`config.mk`:
```
export PLATFORM = sky130hd
export DESIGN_NAME = bip_control_unit
export DESIGN_NICKNAME = d
export VERILOG_FILES = /design/src/rtl/bip_pkg.sv /design/src/rtl/bip_decoder.sv /design/src/rtl/bip_control_unit.sv
export SDC_FILE = /design/constraint.sdc
export NUM_CORES = 1
export LEC_CHECK = 0
export CAP_MARGIN = 20
export CORE_MARGIN = 3
export CORE_UTILIZATION = 40
export DETAILED_ROUTE_END_ITERATION = 7
export PLACE_DENSITY = 0.69
export SLEW_MARGIN = 20
export SYNTH_ARGS = -nofsm -noshare
export SYNTH_HDL_FRONTEND = slang
export SYNTH_SLANG_ARGS = --single-unit
```
`constraint.sdc`:
```
create_clock -name clk -period 1.95 [get_ports clk]
set_input_delay 0.585 -clock clk [delete_from_list [all_inputs] [get_ports clk]]
set_output_delay 0.585 -clock clk [all_outputs]
set_load 0.02 [all_outputs]
```
`src/rtl/bip_pkg.sv`:
```
// Shared opcodes, state encoding and strobe bundle for the BIP control unit.
package bip_pkg;

    localparam int INSTR_W   = 16;
    localparam int OPCODE_W  = 5;
    localparam int OPERAND_W = 11;

    localparam logic [OPCODE_W-1:0] OP_HLT  = 5'd0;
    localparam logic [OPCODE_W-1:0] OP_STO  = 5'd1;
    localparam logic [OPCODE_W-1:0] OP_LD   = 5'd2;
    localparam logic [OPCODE_W-1:0] OP_LDI  = 5'd3;
    localparam logic [OPCODE_W-1:0] OP_ADD  = 5'd4;
    localparam logic [OPCODE_W-1:0] OP_ADDI = 5'd5;
    localparam logic [OPCODE_W-1:0] OP_SUB  = 5'd6;
    localparam logic [OPCODE_W-1:0] OP_SUBI = 5'd7;

    localparam logic [1:0] SELA_RAM = 2'b00;
    localparam logic [1:0] SELA_IMM = 2'b01;
    localparam logic [1:0] SELA_ALU = 2'b10;

    typedef enum logic [2:0] {
        ST_IDLE,
        ST_FETCH,
        ST_DECODE,
        ST_EXEC,
        ST_HALT
    } state_t;

    typedef struct packed {
        logic       wr_pc;
        logic       wr_acc;
        logic [1:0] sel_a;
        logic       sel_b;
        logic       op;
        logic       wr_ram;
        logic       rd_ram;
    } strobe_t;

    function automatic logic is_legal(input logic [OPCODE_W-1:0] opc);
        return opc <= OP_SUBI;
    endfunction

endpackage

```
`src/rtl/bip_decoder.sv`:
```
// Combinational strobe decode from opcode and current phase.
module bip_decoder
    import bip_pkg::*;
(
    input  logic [OPCODE_W-1:0] opcode,
    input  logic                in_decode,
    input  logic                in_exec,
    output strobe_t             strobes
);

    always_comb begin
        strobes = '0;
        if (in_decode) begin
            strobes.rd_ram = (opcode == OP_LD) ||
                             (opcode == OP_ADD) ||
                             (opcode == OP_SUB);
        end
        if (in_exec) begin
            // Undefined opcodes fall through as NOPs that still advance PC.
            strobes.wr_pc = (opcode != OP_HLT);
            unique case (opcode)
                OP_STO: strobes.wr_ram = 1'b1;
                OP_LD: begin
                    strobes.wr_acc = 1'b1;
                    strobes.sel_a  = SELA_RAM;
                end
                OP_LDI: begin
                    strobes.wr_acc = 1'b1;
                    strobes.sel_a  = SELA_IMM;
                end
                OP_ADD: begin
                    strobes.wr_acc = 1'b1;
                    strobes.sel_a  = SELA_ALU;
                end
                OP_ADDI: begin
                    strobes.wr_acc = 1'b1;
                    strobes.sel_a  = SELA_ALU;
                    strobes.sel_b  = 1'b1;
                end
                OP_SUB: begin
                    strobes.wr_acc = 1'b1;
                    strobes.sel_a  = SELA_ALU;
                    strobes.op     = 1'b1;
                end
                OP_SUBI: begin
                    strobes.wr_acc = 1'b1;
                    strobes.sel_a  = SELA_ALU;
                    strobes.sel_b  = 1'b1;
                    strobes.op     = 1'b1;
                end
                default: ;
            endcase
        end
    end

endmodule

```
`src/rtl/bip_control_unit.sv`:
```
// BIP multi-cycle sequencer: FETCH/DECODE/EXEC with IR, sticky illegal
// flag and a saturating execution-cycle counter.
module bip_control_unit #(
    parameter int INSTR_W   = bip_pkg::INSTR_W,
    parameter int OPCODE_W  = bip_pkg::OPCODE_W,
    parameter int OPERAND_W = bip_pkg::OPERAND_W,
    parameter int CNT_W     = 16
) (
    input  logic                 clk,
    input  logic                 reset,
    input  logic                 start,
    input  logic [INSTR_W-1:0]   instr_data,
    output logic                 WrPC,
    output logic                 WrAcc,
    output logic [1:0]           SelA,
    output logic                 SelB,
    output logic                 Op,
    output logic                 WrRam,
    output logic                 RdRam,
    output logic [OPERAND_W-1:0] operand,
    output logic                 halted,
    output logic                 illegal,
    output logic [CNT_W-1:0]     cycle_count
);

    import bip_pkg::*;

    state_t               state_q;
    logic [INSTR_W-1:0]   ir_q;
    logic                 illegal_q;
    logic [CNT_W-1:0]     cnt_q;
    logic [OPCODE_W-1:0]  opcode;
    logic                 counting;
    strobe_t              stb;

    assign opcode   = ir_q[INSTR_W-1 -: OPCODE_W];
    assign counting = (state_q == ST_FETCH) ||
                      (state_q == ST_DECODE) ||
                      (state_q == ST_EXEC);

    always_ff @(posedge clk) begin
        if (reset) begin
            state_q   <= ST_IDLE;
            ir_q      <= '0;
            illegal_q <= 1'b0;
            cnt_q     <= '0;
        end else begin
            unique case (state_q)
                ST_IDLE: begin
                    if (start) begin
                        state_q   <= ST_FETCH;
                        cnt_q     <= '0;
                        illegal_q <= 1'b0;
                    end
                end
                ST_FETCH: begin
                    ir_q    <= instr_data;
                    state_q <= ST_DECODE;
                end
                ST_DECODE: state_q <= ST_EXEC;
                ST_EXEC: begin
                    state_q <= (opcode == OP_HLT) ? ST_HALT : ST_FETCH;
                    if (!is_legal(opcode)) begin
                        illegal_q <= 1'b1;
                    end
                end
                ST_HALT: ;
                default: state_q <= ST_IDLE;
            endcase
            // Saturate rather than wrap so long runs still report a bound.
            if (counting && (cnt_q != '1)) begin
                cnt_q <= cnt_q + 1'b1;
            end
        end
    end

    bip_decoder u_dec (
        .opcode    (opcode),
        .in_decode (state_q == ST_DECODE),
        .in_exec   (state_q == ST_EXEC),
        .strobes   (stb)
    );

    assign WrPC        = stb.wr_pc;
    assign WrAcc       = stb.wr_acc;
    assign SelA        = stb.sel_a;
    assign SelB        = stb.sel_b;
    assign Op          = stb.op;
    assign WrRam       = stb.wr_ram;
    assign RdRam       = stb.rd_ram;
    assign operand     = ir_q[OPERAND_W-1:0];
    assign halted      = (state_q == ST_HALT);
    assign illegal     = illegal_q;
    assign cycle_count = cnt_q;

endmodule

```
==> impl_metrics.tcl <==
set metrics [dict create \
    yosysWarnings 0 \
    syn_inst 243 \
    grt_usage 0.194 \
    drc 0 \
    combPwrFrac 0.299 \
    yosysSeqAreaShare 0.379 \
    period_minus_slack_ps 2130 \
    clkPwrFrac 0.291 \
    dp_cells 358 \
    areaGrowthSynthToFinish_pct 43.8 \
    ant_nets 0 \
    antenna_found_initial 0 \
    synthFlopType "dfxtp_1" \
    worst-endpoint-arrival_ps 1550 \
    worst_pin_slew_ps 504 \
    cts_tree "yes" \
    h-tree-depth 2 \
    coreArea_mm2 0.00447 \
    route.vias.total 2049 \
    vias_per_cell 5.61 \
    cellPowerDensity_mw_per_mm2 730 \
    critPathMaxFanout 3 \
    ys_ff_latch 36 \
    drive_above_1_share 0.195 \
    worstSkewPairLatency_ps 290 \
    ys_async_sr_fraction 0 \
    cts_root_buf "clkbuf_8" \
    relSlewSlack 0.664 \
    io_pins 56 \
    power.switching_mw 0.627 \
    synth.most_common_cell "nand2_1" \
    ys_top_cells_by_area "dfxtp_1 (38%), nand2_1 (8.3%), a21oi_1 (5.3%)" \
    synth_top_area_cell "dfxtp_1" \
    initialDrtViolationCount 108 \
    finalHoldViolations 0 \
    die_w_um 75.0 \
    ys_types 48 \
    hold_path_class "flop to flop" \
    syn_area_mm2 0.00190 \
    first_pass_iters 4 \
    max-clock-path-buffers 2 \
    violations "setup timing" \
    tns_ps -356 \
    stdcell_count 365 \
    synth_edf_count 0 \
    clock-skew-final_ps 7.69 \
    initial_core_util 0.425 \
    rows 24 \
    dp_slack_ps -288 \
    postCtsSetupRepairBufs 0 \
    n_fill_cell 425 \
    routed_wl_mm 5.29 \
    cts_sinks 36 \
    p_seq_frac 0.410 \
    fin_crit_sh 1.09 \
    grt_pass1_wl_mm 8.60 \
    diodes 0 \
    setup_viol 5 \
    p_int_mw 1.37 \
    p_sw_frac 0.314 \
    gp_congestion 0.860 \
    nets 333 \
    grt_max_degree 14 \
    die_height_um 75.0 \
    synth.top_cell.area_share 0.379 \
    synth.avg_cell_area_um2 7.83 \
    p_leak_nw 1.13 \
    cap_violations 0 \
    max_freq_ghz 0.469 \
    ys_top_cells_by_count "nand2_1 (42), dfxtp_1 (36), a21oi_1 (20)" \
    first_global_vias 1942 \
    peakVddDrop_mv 0.372 \
    holdWs_ps 453 \
    clk_pin_slew_ps 70 \
    cts_buffers 5 \
    rsz0062_at_grt "yes" \
    wl_per_cell_um 14.5 \
    reg2reg_slack_ps 80 \
    slew_viol_final 0 \
    dieArea_mm2 0.00562 \
    start_kind "flop" \
    setup_ws_ps -184 \
    synth_nets 263 \
    worstSetupPathType "flop to output port" \
    status "finished, violations left" \
    hpwlAfterDp_mm 3.90 \
    gr-total-overflow 0 \
    cp.required_ps 1360 \
    portBuffers 55 \
    endpoint_kind "output port" \
]
[per-layer routing]
| layer | wire (um) | vias up | part of all wire | global-route usage |
|---|---|---|---|---|
| li1 | - | 1024 | - | - |
| met4 | 97 | 0 | 0.018 | 0.0672 |
| met5 | 0 | - | 0 | 0 |
| met2 | 2420 | 90 | 0.46 | 0.319 |
| met3 | 391 | 13 | 0.074 | 0.0547 |
| met1 | 2380 | 922 | 0.45 | 0.244 |
[cells in the final DEF (no fill, tap or decap), drive strengths merged, types with 2 or more instances in the layout]
cell type | synthesis | layout
buf | 18 | 43
nand2 | 42 | 42
dfxtp | 36 | 36
clkdlybuf4s50 | 0 | 33
a21oi | 20 | 20
nor2 | 11 | 11
nand3 | 10 | 10
dlygate4sd2 | 0 | 10
o21ai | 10 | 10
nand4 | 9 | 9
clkbuf | 9 | 7
a31oi | 6 | 6
o211ai | 6 | 6
and4 | 6 | 6
nor4 | 6 | 6
nor3 | 6 | 6
and3 | 4 | 4
nand2b | 4 | 4
dlymetal6s2s | 0 | 4
inv | 4 | 4
nand3b | 3 | 3
or4 | 3 | 3
nor3b | 3 | 3
a41oi | 2 | 2
o311ai | 2 | 2
or3 | 2 | 2
nor2b | 2 | 2
o2111ai | 2 | 2
o221ai | 2 | 2
and2 | 2 | 2
[worst max-delay path, cell delays in order (launching register included)]
cell	delay, ps
dfxtp_1	320
or4_1	540
nor4_2	190
buf_2	220
[repair_timing]
item / CTS / global route
endpoints found under the setup margin: 18 / 13
pin swaps: 1 / 0
gates resized for setup: 52 / 7
hold buffers: 0 / 0
[logic make-up after synthesis]
| kind of cell | count (synthesis) | share of synthesized area |
|---|---|---|
| buffers and inverters | 32 | 0.0954 |
| AND/OR/NAND/NOR | 117 | 0.326 |
| AO/OA/AOI/OAI | 56 | 0.188 |
| XOR/XNOR | 1 | 0.00461 |
| flip-flops | 36 | 0.379 |
| adder cells (fa/ha/maj) | 1 | 0.00658 |
[per-stage QoR]
step | util | cell area, um^2 | power, mW
finish | 0.611 | 2740 | 2.00
global route | 0.611 | 2740 | 2.09
CTS | 0.608 | 2720 | 2.01
detailed placement | 0.590 | 2640 | 1.42
global placement | 0.590 | 2640 | 1.42
floorplan | - | 1920 | 1.16
[path summary, 6_finish.rpt]
check	end	start	cells after the start
worst max-delay path	RdRam	state_q[2]	3
worst max register to register	cycle_count[11]	state_q[1]	6
worst min-delay path	ir_q[9]	ir_q[9]	2
worst min register to register	ir_q[9]	ir_q[9]	2
[power by group through the flow]
stage / Combinational, mW / Sequential, mW / Clock, mW
2_1_floorplan: 0.314 / 0.848 / 0
3_3_place_gp: 0.587 / 0.830 / 0
3_5_place_dp: 0.590 / 0.833 / 0
4_1_cts: 0.593 / 0.817 / 0.598
5_1_grt: 0.649 / 0.822 / 0.619
6_report: 0.596 / 0.818 / 0.582
[flip-flops by register name (all words and copies together) (netlist names)]
| signal | flops |
|---|---|
| ir_q | 16 |
| state_q | 3 |
| illegal | 1 |
| cycle_count | 16 |
[final cells by class]
cell class | instances | area (um^2) | share of cell area
clock buffers | 7 | 96.3 | 0.0352
inverters | 5 | 18.8 | 0.00686
multi-input cells | 175 | 1040 | 0.382
flip-flops and latches | 36 | 721 | 0.263
well taps | 52 | 65.1 | 0.0238
repair buffers | 90 | 790 | 0.289
No activity file was read; power rests on OpenSTA's default activity.
